<file path="config.mk">
export PLATFORM = sky130hd
export DESIGN_NAME = led_pattern_sequencer
export DESIGN_NICKNAME = d
export VERILOG_FILES = /design/src/rtl/led_pattern_sequencer.sv
export SDC_FILE = /design/constraint.sdc
export NUM_CORES = 1
export LEC_CHECK = 0
export ABC_AREA = 1
export CORE_ASPECT_RATIO = 1.2
export CORE_MARGIN = 4
export CORE_UTILIZATION = 49
export DETAILED_ROUTE_END_ITERATION = 10
export PLACE_DENSITY = 0.78
export SETUP_SLACK_MARGIN = 0.3
export SYNTH_ARGS = -nofsm -noshare
export SYNTH_HDL_FRONTEND = slang
export SYNTH_SLANG_ARGS = --single-unit
</file>
<file path="constraint.sdc">
create_clock -name clk -period 1.9 [get_ports clk]
set_clock_uncertainty 0.2 [all_clocks]
set_input_delay 0.285 -clock clk [delete_from_list [all_inputs] [get_ports clk]]
set_output_delay 0.285 -clock clk [all_outputs]
set_load 0.01 [all_outputs]
</file>
<file path="src/rtl/led_pattern_sequencer.sv">
// LED pattern sequencer: picks one of four free-running pattern generators,
// inserts a blank gap on every switch, and advances on buttons or a dwell timer.
module led_pattern_sequencer #(
    parameter int unsigned DWELL_CYCLES = 50_000_000,
    parameter int unsigned BLANK_CYCLES = 5_000_000
) (
    input  logic       clk,
    input  logic       rst,
    input  logic       btn_next,
    input  logic       btn_prev,
    input  logic       auto_en,
    input  logic       pause,
    input  logic       dir_sw,
    input  logic [9:0] pat0,
    input  logic [9:0] pat1,
    input  logic [9:0] pat2,
    input  logic [9:0] pat3,
    output logic [3:0] pat_en,
    output logic [3:0] pat_rst,
    output logic       pat_dir,
    output logic [9:0] led,
    output logic [1:0] sel,
    output logic       running,
    output logic       adv
);

    localparam int unsigned DwellW = (DWELL_CYCLES > 1) ? $clog2(DWELL_CYCLES) : 1;
    localparam int unsigned BlankW = (BLANK_CYCLES > 1) ? $clog2(BLANK_CYCLES) : 1;
    localparam logic [DwellW-1:0] DwellLast = DwellW'(DWELL_CYCLES - 1);
    localparam logic [BlankW-1:0] BlankLast =
        BlankW'((BLANK_CYCLES > 0) ? BLANK_CYCLES - 1 : 0);

    typedef enum logic [1:0] {StSwitch, StBlank, StRun} state_e;

    state_e            state_q, state_d;
    logic [1:0]        sel_q, sel_d;
    logic [DwellW-1:0] dwell_q, dwell_d;
    logic [BlankW-1:0] blank_q, blank_d;
    logic              btn_next_q, btn_next_d;
    logic              btn_prev_q, btn_prev_d;
    logic              pat_dir_q, pat_dir_d;
    logic              adv_q, adv_d;

    logic       next_edge;
    logic       prev_edge;
    logic       auto_step;
    logic       dwell_active;
    logic [3:0] sel_onehot;
    logic [9:0] pat_sel;

    // State and counter registers; reset lands in SWITCH so pattern 0 gets its reset pulse.
    always_ff @(posedge clk) begin
        if (rst) begin
            state_q    <= StSwitch;
            sel_q      <= 2'd0;
            dwell_q    <= '0;
            blank_q    <= '0;
            btn_next_q <= 1'b0;
            btn_prev_q <= 1'b0;
            pat_dir_q  <= 1'b0;
            adv_q      <= 1'b0;
        end else begin
            state_q    <= state_d;
            sel_q      <= sel_d;
            dwell_q    <= dwell_d;
            blank_q    <= blank_d;
            btn_next_q <= btn_next_d;
            btn_prev_q <= btn_prev_d;
            pat_dir_q  <= pat_dir_d;
            adv_q      <= adv_d;
        end
    end

    // Next-state: advance events are only honoured in RUN; edges elsewhere are dropped.
    always_comb begin
        state_d    = state_q;
        sel_d      = sel_q;
        dwell_d    = dwell_q;
        blank_d    = blank_q;
        adv_d      = 1'b0;
        // Edge registers track the raw level every cycle, so a level held through
        // SWITCH/BLANK (or through reset) never turns into a late edge.
        btn_next_d = btn_next;
        btn_prev_d = btn_prev;
        pat_dir_d  = dir_sw;

        next_edge    = btn_next & ~btn_next_q;
        prev_edge    = btn_prev & ~btn_prev_q;
        dwell_active = auto_en & ~pause;
        auto_step    = dwell_active & (dwell_q == DwellLast);

        case (state_q)
            StSwitch: begin
                if (BLANK_CYCLES == 0) begin
                    state_d = StRun;
                    dwell_d = '0;
                end else begin
                    state_d = StBlank;
                    blank_d = '0;
                end
            end
            StBlank: begin
                if (blank_q == BlankLast) begin
                    state_d = StRun;
                    dwell_d = '0;
                end else begin
                    blank_d = blank_q + BlankW'(1);
                end
            end
            StRun: begin
                if (next_edge || (!prev_edge && auto_step)) begin
                    sel_d   = sel_q + 2'd1;
                    state_d = StSwitch;
                    adv_d   = 1'b1;
                end else if (prev_edge) begin
                    sel_d   = sel_q - 2'd1;
                    state_d = StSwitch;
                    adv_d   = 1'b1;
                end else if (dwell_active && (dwell_q != DwellLast)) begin
                    dwell_d = dwell_q + DwellW'(1);
                end
            end
            default: state_d = StSwitch;
        endcase
    end

    // Output decode: generator control and LED mux depend only on state, sel and pause.
    always_comb begin
        sel_onehot = 4'b0001 << sel_q;
        pat_sel    = pat0;
        case (sel_q)
            2'd0:    pat_sel = pat0;
            2'd1:    pat_sel = pat1;
            2'd2:    pat_sel = pat2;
            default: pat_sel = pat3;
        endcase

        pat_en  = 4'b0000;
        pat_rst = 4'b0000;
        led     = 10'h000;
        running = 1'b0;
        case (state_q)
            StSwitch: pat_rst = sel_onehot;
            StRun: begin
                pat_en  = pause ? 4'b0000 : sel_onehot;
                led     = pat_sel;
                running = ~pause;
            end
            default: ;
        endcase
    end

    assign pat_dir = pat_dir_q;
    assign sel     = sel_q;
    assign adv     = adv_q;

endmodule

</file>
# [After elaboration in Yosys (flattened, before gate mapping)]
# Index checks and enable logic that the tools add are counted.
# Widths: inputs -> output; s select.
[word_totals] input_bits=47 latch_bits=0 mem_count=0 ff_bits=57 wordCells=69 ram_bits=0 out_inout_bits=23 rom_bits=0
[classes] div_mod_pow=0 n_shift=1 multipliers=0 n_lt_le_gt_ge=0 n_eq_ne=13 n_mux=21 bitwise=8 add_sub_neg=4 reduce_logical=14
[ops] cell="$mux 26" count=4
[ops] cell="$pmux 26 s2" count=1
[ops] cell="$pmux 23 s2" count=1
[ops] cell="$pmux 10 s3" count=1
[ops] cell="$add 26x1->26 const B" count=1
[ops] cell="$eq 26x26->1 const B" count=1
[ops] cell="$ne 26x26->1 const B" count=1
[ops] cell="$add 23x1->23 const B" count=1
[ops] cell="$eq 23x23->1 const B" count=1
[ops] cell="$mux 23" count=1
[ops] cell="$mux 4" count=3
[ops] cell="$mux 10" count=1
[ops] cell="$mux 2" count=5
[ops] cell="$ne 2x2->1 const B" count=5
[ops] cell="$pmux 2 s3" count=1
[ops] cell="$reduce_and 2->1" count=3
[ops] cell="$reduce_bool 2->1" count=3
[ops] cell="$reduce_and 5->1" count=1
[ops] cell="$and 1x1->1" count=4
[ops] cell="$eq 2x1->1 const B" count=2
[ops] cell="$eq 2x2->1 const B" count=2
[ops] cell="$logic_not 2->1" count=2
[ops] cell="$not 1->1" count=4
[ops] cell="$shl 1x2->4 const A" count=1
[ops] cell="other kinds (8)" count=11

# [Logic depth before layout (Yosys ltp)]
[logic_depth] depth_word=7 depth_mapped=13 depth_no_buf=12

# [Worst setup path after synthesis]
# No wires, ideal clock.
[synth_timing] path_type="reg2reg" start="reg dwell_q[0]" end="reg dwell_q[20]" n_path_buf=1 synth_period_minus_slack_ns=1.859 setup_slack_ns=0.041 t_arrival_ns=1.544 t_required_ns=1.585 stages_incl_launch_ff=12 setup_time_ns=0.115 path_cell_list="dfxtp_1 ha_1 nand2_1 nor2_4 nand2_2 nor2_1 nand3_1 nand2_2 nand2_4 buf_4 a21oi_1 nor2_1"
[synth_between] elab_chain_len=6 elab_cells_between_ends=14 cone_classes="add/sub (1); eq/ne (4); mux (4); bitwise (1); reduce/logical (4)"
[synth_rtl] item="start: declaration" line="37" text="logic [DwellW-1:0] dwell_q, dwell_d;"
[synth_rtl] item="start signal: assignment" line="65" text="dwell_q <= dwell_d;"
[synth_rtl] item="parallel branches: the longest is 6 deep, another holds $add 26x1->26"
# Parallel ways; which one is timed is not known. The select of a mux whose other input is x is not followed.
# A chain may end at the register's enable or synchronous reset.

# [Worst setup path in the final report]
[layout_timing] start="reg dwell_q[1]" end="reg dwell_q[11]"
# The elaborated chain is that of the path after synthesis.

==> out/metrics.cfg <==
[route]
routed_wl_um=23620
remaining_drc_errors=16
vias=6509
drt_first_pass_iters=11
wl_per_cell_um=24.20
postRouteAntennaNets=0
drt_iter0_drc=1022
via_per_inst=6.669

[finish]
finish.net_count=933
multi_input_area_mm2=0.003402
layout-drive-gt1-share_pct=42.76
area_growth_pct=74.73
fillers=301
design_area_mm2=0.007042
regArea_mm2=0.001181
insertedDiodeCount=0

[clock_tree]
cts_tree=built
clock_latency_ps=380
path_clk_slew_ps=90
max-clock-path-buffers=2
cts_sinks=57
cts_buffers=9
h-tree-depth=3
clockRootBuffer=clkbuf_8

[setup_path]
r2r-start=dwell_q[1]
crit_path_start=dwell_q[1]
r2r_slack_ps=-530
crit_type=reg -> reg
cp-end-kind=flop
crit_path_max_fanout=4
crit_path_start_kind=flop
crit_required_ps=1960
arrival_ps=2480

[global_routing]
antenna_found_initial=1
grt_use_total_pct=33.18
overflow=0
grt_pass1_wl_um=26210
grt_max_degree=23
grt_pass1_vias=5588

[synthesis]
synth_area_leaders=dfxtp_1 28%, nand2_1 20%, nor2_1 14%, inv_1 7.8%, nand3_1 6.3%
yosys_warnings=0
syn_nets=765
synth_cell_types=34
synth-compound-area-share_pct=11.11
syn_area_mm2=0.004030
synth_top_area_cell=dfxtp_1
ys_seq_elements=57
synth.avg_cell_area_um2=5.668
synth_xor_xnor_area_share_pct=0.4346
yosysSeqAreaShare_pct=28.31
syn_inst=711
synth_fa_ha_area_share_pct=2.173
synthMuxAreaShare_pct=0
yosys.area_share.simple_pct=46.51
synth_top_area_share_pct=28.31
synth_top_family_by_area=simple AND/OR/NAND/NOR gates

[timing]
setup_viol=73
period_share_pct=127.7
worstMarginPinSlew_ps=492.4
finalHoldViolCount=0
fin_ws_ps=-525.5
grt_setup_unrepaired=true
fmax_mhz=412.3
relSlewSlack_pct=66.92
drv_slew=0
period_minus_slack_ps=2425

[power_and_ir_drop]
power_density_mw_per_mm2=424.8
vdd_drop_max_uv=488.9
seqPwrFrac_pct=40.2
power_switching_mw=0.8780
power.share.combinational_pct=12.7
clockPowerShare_pct=47.1
p_leak_nw=2.782
intPower_mw=2.114
p_sw_share_pct=29.35

[placement]
dp_hpwl_um=10080
placed_area_mm2=0.005414
place_congestion=0.9875
portBuffers=69
pre_cts_ws_ps=-297.6

[outcome]
outcome=finished, violations left
failed_checks=DRC, setup timing

[hold_path]
min-delay-start=dir_sw
hold_path.class=in -> reg

[floorplanning]
core-area_mm2=0.007839
die_w_um=90.79
die_area_mm2=0.009746
initial_utilization_pct=51.41
die_height_um=107.3
rows=35
top_level_ports=70

[run]
maxCapViolations=0

[synth_stat cells (all sizes together)]
cell	number
nand3b	2
nor3b	3
a31o	1
xor2	1
nand2	217
o211ai	2
buf	11
or2	2
nor2	154
nor3	12
clkbuf	10
nand3	52
o22ai	1
inv	88
dfxtp	57
a21oi	39
clkinv	2
o21ai	32
xnor2	1
a31oi	10
nand4	7
ha	7
[layout by cell type (no fill, tap or decap), types with 7 or more instances in the layout]
cell type	synthesis	routed
dfxtp_2	0	8
nand3_2	1	11
inv_1	84	64
o21ai_2	0	8
dfxtp_4	0	8
nand2_2	4	36
a31oi_2	0	9
a21oi_2	0	31
inv_2	4	13
inv_4	0	7
o21ai_0	29	9
nor2_4	2	22
nand3_1	51	36
dfxtp_1	57	41
buf_2	3	16
o21ai_1	3	13
buf_6	3	29
ha_4	0	7
nand2_1	212	160
buf_4	5	64
nor2_2	1	22
buf_12	0	11
clkbuf_8	0	9
clkdlybuf4s50_1	0	46
nand2_4	1	19
nor2_1	151	110
[timing repair]
item                       4_1_cts  5_1_grt
buffers inserted                18       15
resized for setup              223      190
gates cloned                     5        4
pin swaps                       21       55
hold buffers                     0        0
setup endpoints to repair       77       75
[sequential cells by signal (all words and copies together), names as in the netlist]
register	cells
state_q	2
adv	1
pat_dir	1
dwell_q	26
blank_q	23
btn_next_q	1
btn_prev_q	1
sel	2
[power by group through the flow]
stage | combinational [mW] | clock, mW | sequential (mW)
2_1_floorplan | 0.0860 | 0 | 1.23
3_3_place_gp | 0.250 | 0 | 1.23
3_5_place_dp | 0.253 | 0 | 1.23
4_1_cts | 0.286 | 1.31 | 1.20
5_1_grt | 0.390 | 1.42 | 1.20
6_report | 0.381 | 1.41 | 1.20
[routing by layer]
metal / GRT usage, % / wire length [um] / vias to the layer above
met1: 35.11 / 7164 / 2903
met2: 60.47 / 10800 / 695
li1: - / - / 2584
met5: 0 / 0 / -
met3: 6.643 / 2825 / 327
met4: 20.15 / 2832 / 0
[worst paths after layout]
| kind | to | cells past startpoint |
|---|---|---|
| worst max-delay path | dwell_q[11] | 10 |
| worst min-delay path | pat_dir | 3 |
| worst max register to register | dwell_q[11] | 10 |
| worst min register to register | blank_q[4] | 2 |
[through the flow]
stage / util, % / TNS (ps) / hold WS, ps / total power [mW] / cells
global route: 89.83 / -16890 / 261.7 / 3.015 / 976
floorplan: - / 0 / 192.0 / 1.321 / 711
CTS: 79.41 / -961.9 / 259.2 / 2.800 / 957
finish: 89.83 / -13190 / 259.5 / 2.992 / 976
global placement: 69.07 / -6919 / 271.5 / 1.482 / 918
detailed placement: 69.07 / -8765 / 286.4 / 1.485 / 918
[worst max-delay path, stage by stage (launching register included)]
cell     delay [ps]
dfxtp_4         370
buf_4           140
nand3_1         150
nor2_1          370
nand2_1         210
nor2_4          190
buf_4           150
xor2_1          180
nor2_1           80
nor2_1          180
nor2_1           90
[kinds of logic after synthesis]
logic type / after synthesis
AND/OR/NAND/NOR: 449
buffers and inverters: 111
AO/OA/AOI/OAI: 85
flip-flops: 57
adder cells (fa/ha/maj): 7
XOR/XNOR: 2
[final cells by class]
cell class | count | share of cell area [%]
clock buffers | 9 | 1.759
multi-input cells | 544 | 48.31
well taps | 92 | 1.635
inverters | 90 | 5.561
repair inverters | 4 | 0.4620
repair buffers | 173 | 24.16
flip-flops and latches | 57 | 16.77
clock inverters | 7 | 1.333
(Power assumes the default switching activity.)
